**src/rtl/alu_seq.sv**
```systemverilog
// Sequential ALU: one-cycle ops, WIDTH-cycle shift-add multiply and restoring divide; done/res land one edge after FIN.
// Latency 1 cycle (MUL/DIV: WIDTH+1); start is only sampled while busy=0, otherwise dropped.
module alu_seq #(
    parameter int WIDTH = 16,
    parameter int SHW   = $clog2(WIDTH)
) (
    input  logic             clk,
    input  logic             rst,
    input  logic             start,
    input  logic [4:0]       op,
    input  logic [WIDTH-1:0] a,
    input  logic [WIDTH-1:0] b,
    output logic             busy,
    output logic             done,
    output logic [WIDTH-1:0] res,
    output logic             zero,
    output logic             dz
);
    localparam logic [1:0] IDLE = 2'd0;
    localparam logic [1:0] MUL  = 2'd1;
    localparam logic [1:0] DIV  = 2'd2;
    localparam logic [1:0] FIN  = 2'd3;
    localparam logic [SHW-1:0] LAST = SHW'(WIDTH - 1);

    logic [1:0]       state;
    logic [4:0]       op_q;
    logic [WIDTH-1:0] a_q, b_q;
    logic [WIDTH-1:0] acc, sreg, dreg;
    logic [SHW-1:0]   cnt;

    logic [WIDTH-1:0] alu_res, fin_res;
    logic             fin_dz;
    logic [SHW-1:0]   amt;
    logic             big;
    logic [WIDTH:0]   rem_sh, trial;

    function automatic logic [WIDTH-1:0] ext(input logic f);
        return {{(WIDTH-1){1'b0}}, f};
    endfunction

    assign busy   = (state != IDLE);
    assign amt    = a_q[SHW-1:0];
    assign big    = |a_q[WIDTH-1:SHW];
    // Divider: shift next dividend bit into the partial remainder, keep the trial subtraction if it did not borrow.
    assign rem_sh = {acc, sreg[WIDTH-1]};
    assign trial  = rem_sh - {1'b0, dreg};

    always_comb begin
        alu_res = a_q;
        case (op_q)
            5'h00: alu_res = b_q + a_q;
            5'h01: alu_res = b_q - a_q;
            5'h03: alu_res = b_q | a_q;
            5'h04: alu_res = b_q ^ a_q;
            5'h05: alu_res = b_q & a_q;
            5'h06: alu_res = big ? {WIDTH{b_q[WIDTH-1]}} : WIDTH'($signed(b_q) >>> amt);
            5'h07: alu_res = big ? '0 : (b_q >> amt);
            5'h08: alu_res = big ? '0 : (b_q << amt);
            5'h09: alu_res = -a_q;
            5'h0a: alu_res = ext(a_q == '0);
            5'h0b: alu_res = ~a_q;
            5'h0c: alu_res = ext(a_q != '0);
            5'h0d: alu_res = ext(b_q == a_q);
            5'h0e: alu_res = ext(b_q != a_q);
            5'h0f: alu_res = ext($signed(b_q) < $signed(a_q));
            5'h10: alu_res = ext(b_q < a_q);
            5'h11: alu_res = ext($signed(b_q) <= $signed(a_q));
            5'h12: alu_res = ext(b_q <= a_q);
            5'h13: alu_res = {{(WIDTH/2){a_q[WIDTH/2-1]}}, a_q[WIDTH/2-1:0]};
            5'h14: alu_res = b_q;
            default: alu_res = a_q;
        endcase
    end

    always_comb begin
        fin_dz = ((op_q == 5'h15) || (op_q == 5'h16)) && (a_q == '0);
        case (op_q)
            5'h02:   fin_res = acc;
            5'h15:   fin_res = (a_q == '0) ? '1 : sreg;
            5'h16:   fin_res = (a_q == '0) ? b_q : acc;
            default: fin_res = alu_res;
        endcase
    end

    always_ff @(posedge clk or negedge rst) begin
        if (!rst) begin
            state <= IDLE;
            op_q  <= '0;
            a_q   <= '0;
            b_q   <= '0;
            acc   <= '0;
            sreg  <= '0;
            dreg  <= '0;
            cnt   <= '0;
            res   <= '0;
            done  <= 1'b0;
            zero  <= 1'b1;
            dz    <= 1'b0;
        end else begin
            done <= 1'b0;
            case (state)
                IDLE: begin
                    if (start) begin
                        op_q <= op;
                        a_q  <= a;
                        b_q  <= b;
                        acc  <= '0;
                        sreg <= b;
                        dreg <= a;
                        cnt  <= '0;
                        if (op == 5'h02)
                            state <= MUL;
                        else if (((op == 5'h15) || (op == 5'h16)) && (a != '0))
                            state <= DIV;
                        else
                            state <= FIN;
                    end
                end
                MUL: begin
                    acc  <= acc + (dreg[0] ? sreg : '0);
                    sreg <= sreg << 1;
                    dreg <= dreg >> 1;
                    cnt  <= cnt + SHW'(1);
                    if (cnt == LAST)
                        state <= FIN;
                end
                DIV: begin
                    if (!trial[WIDTH]) begin
                        acc  <= trial[WIDTH-1:0];
                        sreg <= {sreg[WIDTH-2:0], 1'b1};
                    end else begin
                        acc  <= rem_sh[WIDTH-1:0];
                        sreg <= {sreg[WIDTH-2:0], 1'b0};
                    end
                    cnt <= cnt + SHW'(1);
                    if (cnt == LAST)
                        state <= FIN;
                end
                FIN: begin
                    res   <= fin_res;
                    zero  <= (fin_res == '0);
                    dz    <= fin_dz;
                    done  <= 1'b1;
                    state <= IDLE;
                end
                default: state <= IDLE;
            endcase
        end
    end
endmodule

```
**config.mk**
```make
export PLATFORM = sky130hd
export DESIGN_NAME = alu_seq
export DESIGN_NICKNAME = d
export VERILOG_FILES = /design/src/rtl/alu_seq.sv
export SDC_FILE = /design/constraint.sdc
export NUM_CORES = 1
export LEC_CHECK = 0
export BUFFER_PORTS_ARGS = -buffer_cell sky130_fd_sc_hd__buf_2
export CORE_MARGIN = 10
export CORE_UTILIZATION = 30
export DETAILED_ROUTE_END_ITERATION = 10
export HOLD_SLACK_MARGIN = 0.06
export PLACE_DENSITY = 0.53
export SYNTH_ARGS = -nofsm -noshare
export SYNTH_HDL_FRONTEND = slang
export SYNTH_SLANG_ARGS = --single-unit
```
**constraint.sdc**
```tcl
create_clock -name clk -period 4.25 [get_ports clk]
set_input_delay 0.85 -clock clk [delete_from_list [all_inputs] [get_ports clk]]
set_output_delay 0.85 -clock clk [all_outputs]
set_load 0.01 [all_outputs]
```
==> results by group <==
Clock network
  • Clk buf depth: 2
  • CTS Buf Count: 9
  • Clock slew at reported path FFs: 0.08 ns
  • Later-pin clock latency in the skew report: 0.37 ns
  • Clock sink count: 110
  • Hold bufs inserted after CTS: 0
  • Clock Tree Root: clkbuf_16
  • H-tree depth: 3
  • CTS tree: yes

Global routing
  • First-pass GRT wire length: 79,860 um
  • All-Layer GR Usage: 20.82%
  • Vias in the first global route: 12,160
  • Pin count of the biggest net entering global routing: 65
  • Initial antenna violation count: 1
  • Gr ovfl total: 0

Synth
  • Ys flop type: dfrtp_1
  • Seq cells post-synth: 110
  • Mean Syn Cell Area: 8.167 sq um
  • Mapped cell area: 0.01212 sq mm
  • Syn Inst Count: 1,484
  • Netlist cell types: 93
  • Number of synthesized flops with an enable pin: 0
  • Sequential cell area fraction in the yosys report: 22.72%
  • Fraction of registers with async set/reset: 100.0%
  • Syn_nets: 1,616
  • Synthesis Warnings: 0

Drt
  • Routed vias: 12,510
  • Antenna Violating Nets Remaining: 0
  • DRT iter0 DRCs: 1,225
  • Wire length per cell: 25.51 um
  • Detailed-route DRC error count: 0
  • First-pass DRT Iterations: 7
  • Vias/cell: 5.989
  • Final wirelength: 53,270 um

Finish
  • Nets: 1,689
  • Share of cells above drive strength 1: 18.76%
  • # fillers: 4,315
  • Most frequent cells in the layout: 119 x nand2_1, 114 x buf_4, 108 x dfrtp_1
  • Area grow syn2layout: 14.35%
  • Most common cell after layout, fill and taps aside: nand2_1
  • Core Util, Final: 34.80%

Timing
  • Final Hold Fails: 0
  • Slew HR: 23.66%
  • Pins Over Slew Limit: 0
  • Worst-Margin Slew: 1.145 ns
  • Clk_skew: 0.01725 ns
  • RSZ-0062 raised after global routing: false
  • Fin crit period: 4.099 ns
  • TNS Setup: 0 ns
  • Final Setup Violations: 0
  • Hold slack: 0.4895 ns
  • Achievable Freq: 244.0 MHz
  • Setup ws final: 0.1512 ns
  • Final Cycle Share: 96.44%

Worst setup path
  • WP data arrival: 4.37 ns
  • CP required: 4.52 ns
  • Worst setup SP type: flop
  • Crit end category: flop
  • Crit Path Max Fanout: 8
  • Setup CP Type: flop to flop
  • Worst reg2reg startpoint: b_q[12]
  • Crit path from: b_q[12]

Die
  • Core ar.: 0.03982 sq mm
  • I/O pin cnt: 60
  • Initial Utilization: 30.44%
  • Die W: 221 um
  • Die H: 221 um
  • DIE AREA: 0.04884 sq mm
  • Row count: 73

Placed design
  • Dpl hpwl: 42,410 um
  • Placer congestion estimate: 1.018
  • Buffers added on ports: 59
  • Setup WS pre-CTS: 0.1944 ns

Min path
  • Worst Hold Class: input pin to async pin

Pwr
  • Worst vdd ir: 0.0002904 V
  • Cell area power density: 966.4 mW/mm^2
  • Total power: 13.39 mW
  • Pleak: 5.996 nW

Run
  • Maxcap violations: 0

Status
  • Status: finished, final reports clean
-- per-layer routing --
| layer | part of all wire (%) | track usage [%] |
|---|---|---|
| met5 | 0 | 0 |
| met4 | 3.1 | 7.023 |
| met3 | 6.0 | 2.281 |
| met2 | 48 | 34.97 |
| met1 | 43 | 27.14 |
-- repair_timing --
item / CTS / global route
setup endpoints to repair: 0 / 4
buffers inserted: 0 / 0
gates resized for setup: 0 / 1
-- path summary, 6_finish.rpt --
| kind | endpoint | slack, ns | cells past startpoint |
|---|---|---|---|
| setup / recovery | zero | 0.15 | 12 |
| hold / removal | dreg[12] | 0.49 | 1 |
| setup reg to reg | zero | 0.15 | 12 |
| hold reg to reg | res[7] | 0.49 | 1 |
| max in group asynchronous | zero | 2.95 | 2 |
| min in group clk | res[7] | 0.49 | 1 |
-- report_power, final --
part	switching (mW)	total (mW)	internal, mW
registers	0.802	2.31	1.51
logic	6.11	10.1	4.01
clock network	0.433	0.958	0.525
-- registers in the layout, indices dropped and copies added (netlist names) --
signal  cells
sreg       16
a_q        16
zero        1
done        1
op_q        5
state       2
b_q        16
dreg       16
cnt         4
acc        16
res        16
dz          1
-- cell type report --
class	count	area [sq um]	share of cell area, %
Clock inverter	6	93.84	0.6771
Tap cell	525	656.9	4.740
Antenna cell	1	2.502	0.01806
Multi-Input combinational cell	1167	8563	61.79
Timing Repair Buffer	175	1206	8.703
Inverter	94	352.8	2.546
Sequential cell	110	2755	19.88
Clock buffer	10	229.0	1.652
-- metrics by stage --
stage                     instances  area, sq um
after floorplan                1484        12120
after global placement         2071        13530
after detailed placement       2071        13530
after CTS                      2087        13850
after global routing           2087        13860
final                          2088        13860
-- worst max-delay path, cell delays in order (launching register included) --
cell and delay (ns):
dfrtp_1 0.68, inv_1 0.10, ha_1 0.39, or3_1 0.45
nor2_1 0.34, o2111ai_1 0.24, nand3b_1 0.32, o2111ai_1 0.18
a21oi_1 0.28, nand4_1 0.19, nor4_1 0.39, nand4_1 0.16
o41ai_2 0.29
-- synth_stat cells (29+ instances only) --
master	number	area, sq um
mux2i_1	51	510.5
inv_1	92	345.3
nor3_1	38	190.2
nand2_1	120	450.4
a21oi_1	92	460.4
xnor2_1	29	254.0
nor2_1	105	394.1
o21ai_0	81	405.4
dfrtp_1	109	2728
clkbuf_1	82	307.8
nand3_1	38	190.2
mux2_2	55	619.3
ha_1	88	1101
-- cells by family after synthesis --
| group | count (synthesis) | share of synthesized area [%] |
|---|---|---|
| buffers and inverters | 207 | 6.751 |
| AND/OR/NAND/NOR | 456 | 19.17 |
| adder cells (fa/ha/maj) | 92 | 9.745 |
| XOR/XNOR | 41 | 2.963 |
| multiplexers | 125 | 12.29 |
| flip-flops | 110 | 22.72 |
| AO/OA/AOI/OAI | 453 | 26.35 |
(Power assumes the default switching activity.)
